**src/rtl/output_stream_controller_if.sv**
```systemverilog
// AXI-Stream bundle between the output stream controller (master) and the DMA port (slave).
interface output_stream_controller_if #(
  parameter int unsigned BEAT_WIDTH = 8
);
  logic [BEAT_WIDTH-1:0] maxis_tdata;
  logic                  maxis_tvalid;
  logic                  maxis_tlast;
  logic                  maxis_tready;

  modport master (
    output maxis_tdata,
    output maxis_tvalid,
    output maxis_tlast,
    input  maxis_tready
  );

  modport slave (
    input  maxis_tdata,
    input  maxis_tvalid,
    input  maxis_tlast,
    output maxis_tready
  );
endinterface

```
**src/rtl/output_stream_controller.sv**
```systemverilog
// Streams a decoded frame from the output-buffer BRAM, packing words LSB first into
// AXI-Stream beats through a 2-entry FIFO, and pulses output_done once the last beat is taken.
module output_stream_controller #(
  parameter int unsigned            CODE_LENGTH     = 1024,
  parameter int unsigned            ADDR_WIDTH      = 10,
  parameter int unsigned            BRAM_DATA_WIDTH = 1,
  parameter int unsigned            BEAT_WIDTH      = 8,
  parameter int unsigned            STATE_WIDTH     = 10,
  parameter logic [STATE_WIDTH-1:0] OUTPUT_STATE    = 10'd512
) (
  input  logic                       clk,
  input  logic                       reset_n,
  input  logic [STATE_WIDTH-1:0]     state,
  input  logic [ADDR_WIDTH:0]        frame_length,
  input  logic [BRAM_DATA_WIDTH-1:0] data_from_output_buffer_bram,
  output logic [ADDR_WIDTH-1:0]      addr_to_output_buffer_bram,
  output logic                       read_enable_to_output_buffer_bram,
  output_stream_controller_if.master maxis,
  output logic                       output_done,
  output logic [ADDR_WIDTH:0]        beat_count
);

  localparam int unsigned         PACK       = BEAT_WIDTH / BRAM_DATA_WIDTH;
  localparam int unsigned         WIB_W      = (PACK > 1) ? $clog2(PACK) : 1;
  localparam logic [ADDR_WIDTH:0] CODE_LEN_L = (ADDR_WIDTH+1)'(CODE_LENGTH);

  typedef enum logic [1:0] {
    ST_IDLE,
    ST_STREAM,
    ST_DONE
  } phase_t;

  phase_t                         phase;
  logic [ADDR_WIDTH:0]            len_q;
  logic [ADDR_WIDTH:0]            rd_idx;
  logic [WIB_W-1:0]               word_in_beat;
  logic [BEAT_WIDTH-1:0]          beat_q;
  logic                           rd_valid_q;
  logic                           rd_last_q;
  logic [1:0][BEAT_WIDTH-1:0]     fifo_data;
  logic [1:0]                     fifo_last;
  logic [1:0]                     fifo_count;

  logic                           in_state;
  logic                           entry;
  logic [ADDR_WIDTH:0]            len_in;
  logic [ADDR_WIDTH:0]            eff_len;
  logic                           pop;
  logic                           word_close;
  logic                           push;
  logic [2:0]                     occ;
  logic                           read_en;
  logic [BEAT_WIDTH-1:0]          beat_w;

  always_comb begin
    in_state   = (state == OUTPUT_STATE);
    entry      = in_state && (phase == ST_IDLE);
    len_in     = (frame_length > CODE_LEN_L) ? CODE_LEN_L : frame_length;
    // frame_length is used directly on the entry cycle so the first read issues immediately
    eff_len    = entry ? len_in : len_q;
    pop        = (fifo_count != 2'd0) && maxis.maxis_tready;
    word_close = (32'(word_in_beat) == PACK - 1) || rd_last_q;
    push       = rd_valid_q && word_close;
    occ        = {1'b0, fifo_count} + {2'b00, push};
    // A same-cycle pop frees a slot, keeping PACK=1 streams gap-free without overflow
    read_en    = reset_n && in_state && (phase != ST_DONE) && (rd_idx < eff_len)
                 && (fifo_count != 2'd2) && (occ < (pop ? 3'd3 : 3'd2));
  end

  always_comb begin
    beat_w = beat_q;
    for (int unsigned k = 0; k < PACK; k++) begin
      if (32'(word_in_beat) == k) begin
        beat_w[k*BRAM_DATA_WIDTH +: BRAM_DATA_WIDTH] = data_from_output_buffer_bram;
      end
    end
  end

  assign addr_to_output_buffer_bram        = rd_idx[ADDR_WIDTH-1:0];
  assign read_enable_to_output_buffer_bram = read_en;
  assign maxis.maxis_tdata                 = fifo_data[0];
  assign maxis.maxis_tvalid                = (fifo_count != 2'd0);
  assign maxis.maxis_tlast                 = fifo_last[0] && (fifo_count != 2'd0);

  always_ff @(posedge clk or negedge reset_n) begin
    if (!reset_n) begin
      phase        <= ST_IDLE;
      len_q        <= '0;
      rd_idx       <= '0;
      word_in_beat <= '0;
      beat_q       <= '0;
      rd_valid_q   <= 1'b0;
      rd_last_q    <= 1'b0;
      fifo_data    <= '0;
      fifo_last    <= '0;
      fifo_count   <= '0;
      output_done  <= 1'b0;
      beat_count   <= '0;
    end else begin
      output_done <= 1'b0;
      if (!in_state) begin
        // Leaving the output state flushes everything, including a read still in flight
        phase        <= ST_IDLE;
        rd_idx       <= '0;
        word_in_beat <= '0;
        beat_q       <= '0;
        rd_valid_q   <= 1'b0;
        rd_last_q    <= 1'b0;
        fifo_data    <= '0;
        fifo_last    <= '0;
        fifo_count   <= '0;
      end else begin
        rd_valid_q <= read_en;
        if (read_en) begin
          rd_idx    <= rd_idx + 1'b1;
          rd_last_q <= (rd_idx == eff_len - 1'b1);
        end

        if (rd_valid_q) begin
          if (word_close) begin
            word_in_beat <= '0;
            beat_q       <= '0;
          end else begin
            word_in_beat <= word_in_beat + 1'b1;
            beat_q       <= beat_w;
          end
        end

        unique case ({push, pop})
          2'b10: begin
            if (fifo_count == 2'd0) begin
              fifo_data[0] <= beat_w;
              fifo_last[0] <= rd_last_q;
            end else begin
              fifo_data[1] <= beat_w;
              fifo_last[1] <= rd_last_q;
            end
            fifo_count <= fifo_count + 2'd1;
          end
          2'b01: begin
            fifo_data[0] <= fifo_data[1];
            fifo_last[0] <= fifo_last[1];
            fifo_count   <= fifo_count - 2'd1;
          end
          2'b11: begin
            if (fifo_count == 2'd1) begin
              fifo_data[0] <= beat_w;
              fifo_last[0] <= rd_last_q;
            end else begin
              fifo_data[0] <= fifo_data[1];
              fifo_last[0] <= fifo_last[1];
              fifo_data[1] <= beat_w;
              fifo_last[1] <= rd_last_q;
            end
          end
          default: ;
        endcase

        if (entry) begin
          len_q       <= len_in;
          beat_count  <= '0;
          phase       <= (len_in == '0) ? ST_DONE : ST_STREAM;
          output_done <= (len_in == '0);
        end else begin
          if (pop) beat_count <= beat_count + 1'b1;
          if (pop && fifo_last[0]) begin
            output_done <= 1'b1;
            phase       <= ST_DONE;
          end
        end
      end
    end
  end

endmodule

```
**src/flat_wrapper.sv**
```systemverilog
// flat-port wrapper written by rule: the top's interface ports become plain ports
module output_stream_controller_flat 
#(
  parameter int unsigned            CODE_LENGTH     = 1024,
  parameter int unsigned            ADDR_WIDTH      = 10,
  parameter int unsigned            BRAM_DATA_WIDTH = 1,
  parameter int unsigned            BEAT_WIDTH      = 8,
  parameter int unsigned            STATE_WIDTH     = 10,
  parameter logic [STATE_WIDTH-1:0] OUTPUT_STATE    = 10'd512
)
  (clk, reset_n, state, frame_length, data_from_output_buffer_bram, addr_to_output_buffer_bram, read_enable_to_output_buffer_bram, output_done, beat_count, maxis_maxis_tdata, maxis_maxis_tvalid, maxis_maxis_tlast, maxis_maxis_tready);
  output_stream_controller_if #(.BEAT_WIDTH(BEAT_WIDTH)) maxis_i ();
  input  logic clk;
  input  logic reset_n;
  input  logic [STATE_WIDTH-1:0] state;
  input  logic [ADDR_WIDTH:0] frame_length;
  input  logic [BRAM_DATA_WIDTH-1:0] data_from_output_buffer_bram;
  output logic [ADDR_WIDTH-1:0] addr_to_output_buffer_bram;
  output logic read_enable_to_output_buffer_bram;
  output logic output_done;
  output logic [ADDR_WIDTH:0] beat_count;
  output wire logic [$bits(maxis_i.maxis_tdata)-1:0] maxis_maxis_tdata;
  output wire logic [$bits(maxis_i.maxis_tvalid)-1:0] maxis_maxis_tvalid;
  output wire logic [$bits(maxis_i.maxis_tlast)-1:0] maxis_maxis_tlast;
  input wire logic [$bits(maxis_i.maxis_tready)-1:0] maxis_maxis_tready;
  assign maxis_maxis_tdata = maxis_i.maxis_tdata;
  assign maxis_maxis_tvalid = maxis_i.maxis_tvalid;
  assign maxis_maxis_tlast = maxis_i.maxis_tlast;
  assign maxis_i.maxis_tready = maxis_maxis_tready;
  output_stream_controller #(.CODE_LENGTH(CODE_LENGTH), .ADDR_WIDTH(ADDR_WIDTH), .BRAM_DATA_WIDTH(BRAM_DATA_WIDTH), .BEAT_WIDTH(BEAT_WIDTH), .STATE_WIDTH(STATE_WIDTH), .OUTPUT_STATE(OUTPUT_STATE)) u_core (.clk(clk), .reset_n(reset_n), .state(state), .frame_length(frame_length), .data_from_output_buffer_bram(data_from_output_buffer_bram), .addr_to_output_buffer_bram(addr_to_output_buffer_bram), .read_enable_to_output_buffer_bram(read_enable_to_output_buffer_bram), .maxis(maxis_i), .output_done(output_done), .beat_count(beat_count));
endmodule
```
**config.mk**
```make
export PLATFORM = sky130hd
export DESIGN_NAME = output_stream_controller_flat
export DESIGN_NICKNAME = d
export VERILOG_FILES = /design/src/rtl/output_stream_controller_if.sv /design/src/rtl/output_stream_controller.sv /design/src/flat_wrapper.sv
export SDC_FILE = /design/constraint.sdc
export NUM_CORES = 1
export LEC_CHECK = 0
export CORE_UTILIZATION = 55
export CTS_CLUSTER_DIAMETER = 80
export DETAILED_ROUTE_END_ITERATION = 16
export HOLD_SLACK_MARGIN = 0.03
export MAX_ROUTING_LAYER = met4
export PLACE_DENSITY = 0.84
export SLEW_MARGIN = 10
export SYNTH_ARGS = -nofsm -noshare
export SYNTH_HDL_FRONTEND = slang
export SYNTH_SLANG_ARGS = --single-unit
```
**constraint.sdc**
```tcl
create_clock -name clk -period 7.2 [get_ports clk]
set_input_delay 1.44 -clock clk [delete_from_list [all_inputs] [get_ports clk]]
set_output_delay 1.44 -clock clk [all_outputs]
set_load 0.02 [all_outputs]
```
==> results.yml, run 1 <==
sta:
  period_share_pct: 92.9
  period_needed_ps: 6690
  finalSetupViolCount: 0
  clock.fmax_mhz: 149
  tns_ps: 0
  rsz0062_at_grt: "false"
  slew_viol_final: 0
  maxSlewHeadroom_pct: 37.2
  worst_slew_pin_slew_ps: 935
  clock-skew-final_ps: 11.0
  finalHoldViolations: 0
clock_network:
  clkTransAtPathRegs_ps: 80
  cts_sinks: 69
  post_cts_buffers: 0
  clk_latency_ps: 360
  cts_made_buffers: 9
  cts_buffer_depth: 2
  cts_hold_buf: 0
  cts_resized: 0
  cts_root_buf: "clkbuf_8"
  cts_tree: "built"
  ctsHtreeMaxLevel: 3
worst_setup_path:
  cp.arrival_ps: 5250
  rrSetupSlack_ps: 3370
  reg2reg_to: "u_core.rd_idx[8]$_DFFE_PN0P_"
  worstPathRequired_ps: 5760
  crit_start: "state[7]"
  worstSetupPathType: "in2out"
  path_max_fanout: 22
  endpoint_kind: "output port"
  worst_setup_path_start_kind: "primary input"
  reg2regPathDepth: 12
  reg2reg_from: "u_core.phase[1]$_DFFE_PN0P_"
logic_synthesis:
  yosys-top-cells-count: "69 x dfrtp_1, 49 x nor2_1, 43 x nand2_1, 28 x o21ai_0"
  synth_area_per_cell_sq_um: 9.37
  netlist_instances: 467
  yosysSeqAreaShare_pct: 39.5
  synth_top_cell_area_share_pct: 39.5
  synth_area_sq_mm: 0.00438
  ys_warn_count: 0
  async_reset_ff_share_pct: 100
  yosys.area.top_type: "dfrtp_1"
  synth_edf_count: 0
  synthDistinctLibCells: 59
  syn_nets: 519
  ys_seq_elements: 69
  synth.area.top_cells: "dfrtp_1 39%, ha_1 7.7%, nor2_1 4.2%, nand2_1 3.7%, mux2_2 3.3%"
  yosysMostFrequentCell: "dfrtp_1"
  synthFlopType: "dfrtp_1"
grt:
  grt_overflow_total: 0
  grt_max_degree: 70
  antenna_found_initial: 0
  grt_usage_pct: 24.4
  grt_pass1_wl_microns: 15700
  grt_pass1_vias: 3446
place:
  dp_hpwl_microns: 6760
  place_inst: 600
  gp_congestion: 0.911
  port_buffers: 57
hold_path:
  holdPathStages: 2
  hold_class: "reg2reg"
  holdPathEnd: "u_core.beat_q[2]$_DFFE_PN0P_"
  min_from: "u_core.beat_q[2]$_DFFE_PN0P_"
power:
  power.density_mw_per_mm2: 156
  peakVddDrop_mv: 0.132
  p_leak_nw: 2.28
routing:
  firstDrtPassIters: 4
  wl_per_cell_microns: 15.2
  antenna_left: 0
  drt_wl_total_microns: 9340
  drt_iter0_drc: 159
  routed-via-count: 3517
  vias_per_cell: 5.71
  drc_errors: 0
final_layout:
  num_antenna_cells: 0
  drive_gt1_share_pct: 10.5
  finish.utilization_pct: 66.6
  stdcell_count: 616
  nNetsFinal: 561
  areaGrowthSynthToFinish_pct: 17.7
floorplanning:
  die_h_microns: 91.2
  initial_core_util_pct: 56.6
  dieArea_sq_mm: 0.00832
  top_level_ports: 58
  die_w_microns: 91.2
  core_area_sq_mm: 0.00773
  num_rows: 32
run:
  max-cap-violations: 0
status:
  status: "complete, no violations"
worst max path at each step:
stage / depth (start not counted) / to / slack, ps
6_report: 11 / read_enable_to_output_buffer_bram / 510
5_1_grt: 13 / read_enable_to_output_buffer_bram / 120
3_5_place_dp: 13 / read_enable_to_output_buffer_bram / 380
2_1_floorplan: 14 / read_enable_to_output_buffer_bram / 1530
3_3_place_gp: 13 / read_enable_to_output_buffer_bram / 450
4_1_cts: 13 / read_enable_to_output_buffer_bram / 340
flip-flops by register name (all words and copies together), names as in the netlist:
name                      cells
u_core.beat_count            11
u_core.beat_q                 8
u_core.fifo_count             2
u_core.fifo_data              8
u_core.fifo_last              2
u_core.len_q                 11
u_core.maxis.maxis_tdata      8
u_core.output_done            1
u_core.phase                  2
u_core.rd_idx                11
u_core.rd_last_q              1
u_core.rd_valid_q             1
u_core.word_in_beat           3
power breakdown:
group          internal [mW]  total (mW)  leakage (nW)  switching [mW]
Clock                  0.200       0.363         0.115           0.162
Sequential             0.388       0.389         0.959        0.000739
Combinational         0.0242      0.0534          1.20          0.0292
stage by stage:
step	worst slack (ps)	hold WS, ps	instance area (sq um)	power, mW
floorplan	1530	444	4380	0.420
global placement	454	460	4920	0.448
detailed placement	381	466	4920	0.450
CTS	340	484	5140	0.812
global route	121	515	5150	0.831
finish	509	478	5150	0.805
critical path, stage by stage:
cell             delay (ps)
clkdlybuf4s50_1         440
nor4b_4                 450
nand4_4                 410
mux2i_1                 420
ha_1                    310
a21o_1                  160
a21o_1                  180
a31oi_1                 250
a31oi_2                 290
a21oi_1                 250
clkdlybuf4s50_1         630
layout by cell type (no fill, tap or decap), types with 13 or more instances in the layout:
cell              n
a211oi_1         13
a21oi_1          19
clkdlybuf4s50_1  56
dfrtp_1          69
ha_1             27
inv_1            27
mux2_2           13
mux2i_1          13
nand2_1          43
nand3_1          13
nor2_1           49
o21ai_0          28
xnor2_1          14
area by class of cell:
type	instances	area (sq um)
clock buffers	9	124
flip-flops and latches	69	1730
inverters	28	105
fillers	609	2580
multi-input cells	338	2350
clock inverters	7	104
repair buffers	63	611
well taps	102	128
cells by family (layout without fill, tap and decap cells):
| logic type | after synthesis | after routing | share of synthesized area [%] |
|---|---|---|---|
| AND/OR/NAND/NOR | 164 | 164 | 19.3 |
| XOR/XNOR | 25 | 25 | 5.00 |
| adder cells (fa/ha/maj) | 27 | 27 | 7.72 |
| multiplexers | 28 | 28 | 6.95 |
| flip-flops | 69 | 69 | 39.5 |
| AO/OA/AOI/OAI | 94 | 94 | 14.6 |
| buffers and inverters | 60 | 107 | 6.92 |
routing by layer:
metal  wire length (microns)  up-vias  part of all wire [%]  track usage, %
met3                     408       15                   4.4            3.60
met4                     136        0                   1.5            8.47
met5                       0        -                     0               -
met1                    4220     1695                    45            30.8
met2                    4580       92                    49            40.2
li1                        -     1715                     -               -
No activity file was read; power rests on OpenSTA's default activity.
==> run 2, diff against run 1 <==
==> constraint.sdc (replaced) <==
create_clock -name clk -period 7.2 [get_ports clk]
set_input_delay 1.44 -clock clk [delete_from_list [all_inputs] [get_ports clk]]
set_output_delay 1.44 -clock clk [all_outputs]
set_load 0.1 [all_outputs]
==> run 2 against run 1 <==
Against the previous run:
- core utilization is 0.63 points lower
- non-clock buffer count decreased by 3
- count of clock-buffer cells in the layout stayed put
- register-to-register slack worse by 180 ps
- first-iteration DRC count down 27%
- power shrank 5.4%
- highest routed layer unchanged
==> results.yml, run 2 (synthesis results as in run 1) <==
status:
  status: "complete, no violations"
final_layout:
  top_regs: "u_core.beat_count: 11 flops, u_core.len_q: 11 flops, u_core.rd_idx: 11 flops"
  layout_common_cells: "69 x dfrtp_1, 55 x clkdlybuf4s50_1, 49 x nor2_1"
  nNetsFinal: 558
  stdcell_count: 613
  nFillCells: 627
  mostFrequentLayoutCell: "dfrtp_1"
  drive_gt1_share_pct: 9.98
  num_antenna_cells: 0
  areaGrowthSynthToFinish_pct: 16.6
sta:
  slew_viol_final: 0
  period_needed_ps: 6730
  finalSetupViolCount: 0
  period_share_pct: 93.5
  finalHoldViolations: 0
  clock.fmax_mhz: 149
  rsz0062_at_grt: "false"
  worst_slew_pin_slew_ps: 1020
  clock-skew-final_ps: 13.2
  tns_ps: 0
  maxSlewHeadroom_pct: 31.7
worst_setup_path:
  worstSetupPathType: "in2out"
  path_max_fanout: 25
  worst_setup_path_start_kind: "primary input"
  cp.arrival_ps: 5290
  endpoint_kind: "output port"
  worstPathRequired_ps: 5760
clock_network:
  ctsHtreeMaxLevel: 3
  clkTransAtPathRegs_ps: 80
  cts_hold_buf: 0
  cts_tree: "built"
  cts_buffer_depth: 2
  cts_sinks: 69
  cts_root_buf: "clkbuf_8"
  cts_made_buffers: 9
  cts_resized: 0
  post_cts_buffers: 0
  clk_latency_ps: 360
place:
  port_buffers: 57
  place_inst: 597
  gp_congestion: 0.857
  dp_hpwl_microns: 6590
floorplanning:
  num_rows: 32
  dieArea_sq_mm: 0.00832
  initial_core_util_pct: 56.6
  die_h_microns: 91.2
  top_level_ports: 58
  die_w_microns: 91.2
  core_area_sq_mm: 0.00773
routing:
  routed-via-count: 3491
  drt_wl_total_microns: 8980
  antenna_left: 0
  vias_per_cell: 5.69
  drc_errors: 0
  drt_iter0_drc: 116
  wl_per_cell_microns: 14.6
  firstDrtPassIters: 4
hold_path:
  hold_class: "reg2reg"
run:
  max-cap-violations: 0
power:
  p_leak_nw: 2.25
  peakVddDrop_mv: 0.157
  finalPower_mw: 0.762
  power.density_mw_per_mm2: 149
grt:
  grt_overflow_total: 0
  antenna_found_initial: 0
  grt_usage_pct: 23.7
  grt_pass1_wl_microns: 15400
  grt_pass1_vias: 3375
  grt_max_degree: 70
## run 2: cell type report
| type | instances | area, sq um | area share (%) |
|---|---|---|---|
| Clock inverter | 7 | 73.8 | 1.45 |
| Multi-Input combinational cell | 338 | 2350 | 46.0 |
| Timing Repair Buffer | 60 | 598 | 11.7 |
| Inverter | 28 | 105 | 2.06 |
| Clock buffer | 9 | 124 | 2.43 |
| Sequential cell | 69 | 1730 | 33.8 |
| Tap cell | 102 | 128 | 2.50 |
## run 2: per-stage QoR
stage          setup WS (ps)  util, %  hold WS (ps)  instance area (sq um)
4_1_cts                  462     66.0           483                   5100
6_report                 468     66.0           483                   5100
5_1_grt                  112     66.0           523                   5100
3_5_place_dp             484     63.5           469                   4900
2_1_floorplan            431        -           444                   4380
3_3_place_gp             640     63.5           459                   4900
## run 2: path summary, 6_finish.rpt
kind                                              startpoint                                end  slack (ps)  depth (start not counted)
worst min register to register  u_core.beat_q[1]$_DFFE_PN0P_       u_core.beat_q[1]$_DFFE_PN0P_         480                          2
worst max register to register   u_core.phase[1]$_DFFE_PN0P_       u_core.rd_idx[4]$_DFFE_PN0P_        3190                         13
max in group asynchronous                            reset_n       u_core.rd_idx[2]$_DFFE_PN0P_        5290                          2
worst min-delay path            u_core.beat_q[1]$_DFFE_PN0P_       u_core.beat_q[1]$_DFFE_PN0P_         480                          2
min in group asynchronous                            reset_n        u_core.len_q[6]$_DFFE_PN0P_        1330                          2
worst max-delay path                                state[7]  read_enable_to_output_buffer_bram         470                         13
## run 2: critical path: stages
cell and delay (ps):
clkdlybuf4s50_1 440, nor4b_4 450, nand4_4 460, o21ai_0 380
inv_1 100, ha_1 290, nor2b_1 130, o21ai_0 80
a21oi_1 140, o21ai_0 120, a31oi_1 750, a21oi_1 270
buf_12 240
## run 2: power by group
group	internal, mW	leakage, nW	switching (mW)
Combinational	0.0236	1.19	0.0288
Clock	0.162	0.100	0.159
Sequential	0.388	0.959	0.000621
## run 2: layer usage
metal | share of wire (%) | global-route usage, % | up-vias | routed length, microns
li1 | - | - | 1706 | -
met1 | 47 | 30.9 | 1705 | 4180
met2 | 48 | 37.2 | 69 | 4310
met3 | 4.0 | 3.77 | 11 | 355
met4 | 1.5 | 9.52 | 0 | 134
met5 | 0 | - | - | 0
==> run 3, diff against run 2 <==
--- a/config.mk
+++ b/config.mk
@@ -5,12 +5,12 @@
 export SDC_FILE = /design/constraint.sdc
 export NUM_CORES = 1
 export LEC_CHECK = 0
-export CORE_UTILIZATION = 55
+export CORE_UTILIZATION = 50
 export CTS_CLUSTER_DIAMETER = 80
 export DETAILED_ROUTE_END_ITERATION = 16
 export HOLD_SLACK_MARGIN = 0.03
 export MAX_ROUTING_LAYER = met4
-export PLACE_DENSITY = 0.84
+export PLACE_DENSITY = 0.8
 export SLEW_MARGIN = 10
 export SYNTH_ARGS = -nofsm -noshare
 export SYNTH_HDL_FRONTEND = slang
==> constraint.sdc (replaced) <==
create_clock -name clk -period 5.69 [get_ports clk]
set_input_delay 1.138 -clock clk [delete_from_list [all_inputs] [get_ports clk]]
set_output_delay 1.138 -clock clk [all_outputs]
set_load 0.1 [all_outputs]
==> run 3 against run 2 <==
Against the previous run:
- sequential share of layout area shrank 0.36 points
- register-to-register slack lost 1300 ps
- first-iteration DRC count grew 18%
- count of clock-buffer cells in the layout is the same
- power grew 32%
- die area grew 9.8%
- clock power grew 39%
- final area grew 1.1%
- sequential power grew 26%
- flip-flop and latch count is the same
- worst setup slack lost 260 ps
==> results.yml, run 3 (synthesis results as in run 1) <==
floorplanning:
  core_area_sq_mm: 0.00834
  die_w_microns: 95.5
  die_h_microns: 95.5
  dieArea_sq_mm: 0.00913
  initial_core_util_pct: 52.5
  top_level_ports: 58
  num_rows: 33
worst_setup_path:
  rrSetupSlack_ps: 1920
  reg2regPathDepth: 14
  slowest_delay_ps: 460
  path_cells: "clkdlybuf4s50_1 > nor4_4 > nand4_4 > buf_4 > mux2_2 > inv_1 > ha_1 > o21ai_0 > a21oi_1 > o21ai_0 > nand4_1 > a21oi_2 > buf_12"
  worstPathRequired_ps: 4550
  worstSetupPathType: "in2out"
  crit_top_cell: "o21ai_0"
  reg2reg_from: "u_core.phase[1]$_DFFE_PN0P_"
  crit_cells: 13
  critPathBufInv: 4
  cpLargestDelayFamily: "buffers and inverters"
  reg2reg_to: "u_core.rd_idx[8]$_DFFE_PN0P_"
  critPathSlowestCell: "nor4_4"
  path_max_fanout: 13
  endpoint_kind: "output port"
  cp.arrival_ps: 4340
  worst_setup_path_start_kind: "primary input"
final_layout:
  seq_area_sq_mm: 0.00173
  drive_gt1_share_pct: 10.7
  nNetsFinal: 561
  mostFrequentLayoutCell: "dfrtp_1"
  layout_common_cells: "69 x dfrtp_1, 55 x clkdlybuf4s50_1, 49 x nor2_1"
  nFillCells: 707
  final_area_sq_mm: 0.00516
  top_regs: "u_core.beat_count: 11 flops, u_core.len_q: 11 flops, u_core.rd_idx: 11 flops"
  multi_input_area_sq_mm: 0.00235
  areaGrowthSynthToFinish_pct: 17.8
  num_antenna_cells: 0
clock_network:
  cts_tree: "built"
  ctsHtreeMaxLevel: 3
  cts_sinks: 69
  cts_made_buffers: 9
  clk_latency_ps: 340
  cts_buffer_depth: 2
  cts_root_buf: "clkbuf_8"
  clkTransAtPathRegs_ps: 70
hold_path:
  min_from: "u_core.beat_q[6]$_DFFE_PN0P_"
  holdPathEnd: "u_core.beat_q[6]$_DFFE_PN0P_"
  holdPathStages: 2
  hold_class: "reg2reg"
place:
  dp_hpwl_microns: 6860
  gp_congestion: 0.884
  port_buffers: 57
  dpl_cell_area_sq_mm: 0.00493
power:
  pwr-share-seq_pct: 49.0
  switching_share_pct: 23.2
  peakVddDrop_mv: 0.151
  p_switching_mw: 0.233
  power.density_mw_per_mm2: 195
  clkPwrFrac_pct: 44.3
  internal_power_mw: 0.771
  p_comb_share_pct: 6.7
  p_leak_nw: 2.27
routing:
  drc_errors: 0
  vias_per_cell: 5.64
  antenna_left: 0
  drt_iter0_drc: 137
  wl_per_cell_microns: 14.9
  firstDrtPassIters: 4
  drt_wl_total_microns: 9240
  routed-via-count: 3493
status:
  status: "complete, no violations"
grt:
  grt_pass1_vias: 3469
  grt_max_degree: 70
  grt_pass1_wl_microns: 15700
  grt_overflow_total: 0
  antenna_found_initial: 0
  grt_usage_pct: 22.7
sta:
  finalSetupViolCount: 0
  clock.fmax_mhz: 182
  rsz0062_at_grt: "false"
  slew_viol_final: 0
  maxSlewHeadroom_pct: 34.5
  period_needed_ps: 5480
  clock-skew-final_ps: 11.7
  finalHoldViolations: 0
  worst_slew_pin_slew_ps: 979
  period_share_pct: 96.4
  tns_ps: 0
  hold_slack_ps: 487
run:
  max-cap-violations: 0
==> run 3: cell types whose count changed in the layout (fill, tap and decap cells not counted) <==
cell and delta:
buf_4 +3, a21oi_1 -1, a21oi_2 +1, bufinv_16 +1, clkinv_2 -1, clkinv_4 +1, inv_6 -1, o21ai_0 -1
o21ai_1 +1
==> run 3: power by group through the flow <==
stage / registers, mW / clock network (mW) / logic (mW)
after floorplan: 0.502 / 0 / 0.0302
after global placement: 0.502 / 0 / 0.0661
after detailed placement: 0.502 / 0 / 0.0676
after CTS: 0.492 / 0.450 / 0.0681
after global routing: 0.492 / 0.470 / 0.0746
final: 0.492 / 0.445 / 0.0670
==> run 3: worst max-delay path by stage <==
stage	endpoint	slack (ps)	start
after CTS	read_enable_to_output_buffer_bram	140	state[7]
after global routing	read_enable_to_output_buffer_bram	2	state[1]
after floorplan	read_enable_to_output_buffer_bram	60	state[7]
after global placement	read_enable_to_output_buffer_bram	330	state[7]
after detailed placement	read_enable_to_output_buffer_bram	180	state[7]
final	read_enable_to_output_buffer_bram	210	state[1]
==> run 3: repair_timing <==
| item | 4_1_cts | 5_1_grt |
|---|---|---|
| endpoints found under the setup margin | 0 | 1 |
| hold endpoints to repair | 0 | 0 |
| setup buffers | 0 | 0 |
| resized for setup | 0 | 1 |
| hold buffers | 0 | 0 |
==> run 3: per-stage QoR <==
step | utilization (%) | setup WS, ps | total power [mW] | instances
after detailed placement | 59.2 | 182 | 0.569 | 603
after global placement | 59.2 | 334 | 0.568 | 603
after floorplan | - | 62.3 | 0.532 | 467
after CTS | 61.8 | 142 | 1.01 | 619
final | 61.8 | 207 | 1.00 | 619
after global routing | 61.8 | 2.41 | 1.04 | 619
==> run 3: tightest hold or removal path, cell delays in order (launching register included) <==
cell	delay [ps]
dfrtp_1	340
nand2_1	40
o21ai_0	60
==> run 3: layer usage <==
layer  global-route usage, %  vias to the layer above  part of all wire, %  wire (microns)
met1                    27.6                     1706                   46            4280
li1                        -                     1713                    -               -
met2                    39.3                       66                   49            4560
met5                       -                        -                    0               0
met4                    5.47                        0                 0.78              72
met3                    3.51                        8                  3.5             325
==> run 3: cell type report <==
type	count	area share, %
Inverter	28	2.04
Tap cell	105	2.55
Multi-Input combinational cell	338	45.6
Clock inverter	7	1.92
Timing Repair Buffer	63	12.0
Sequential cell	69	33.5
Clock buffer	9	2.40
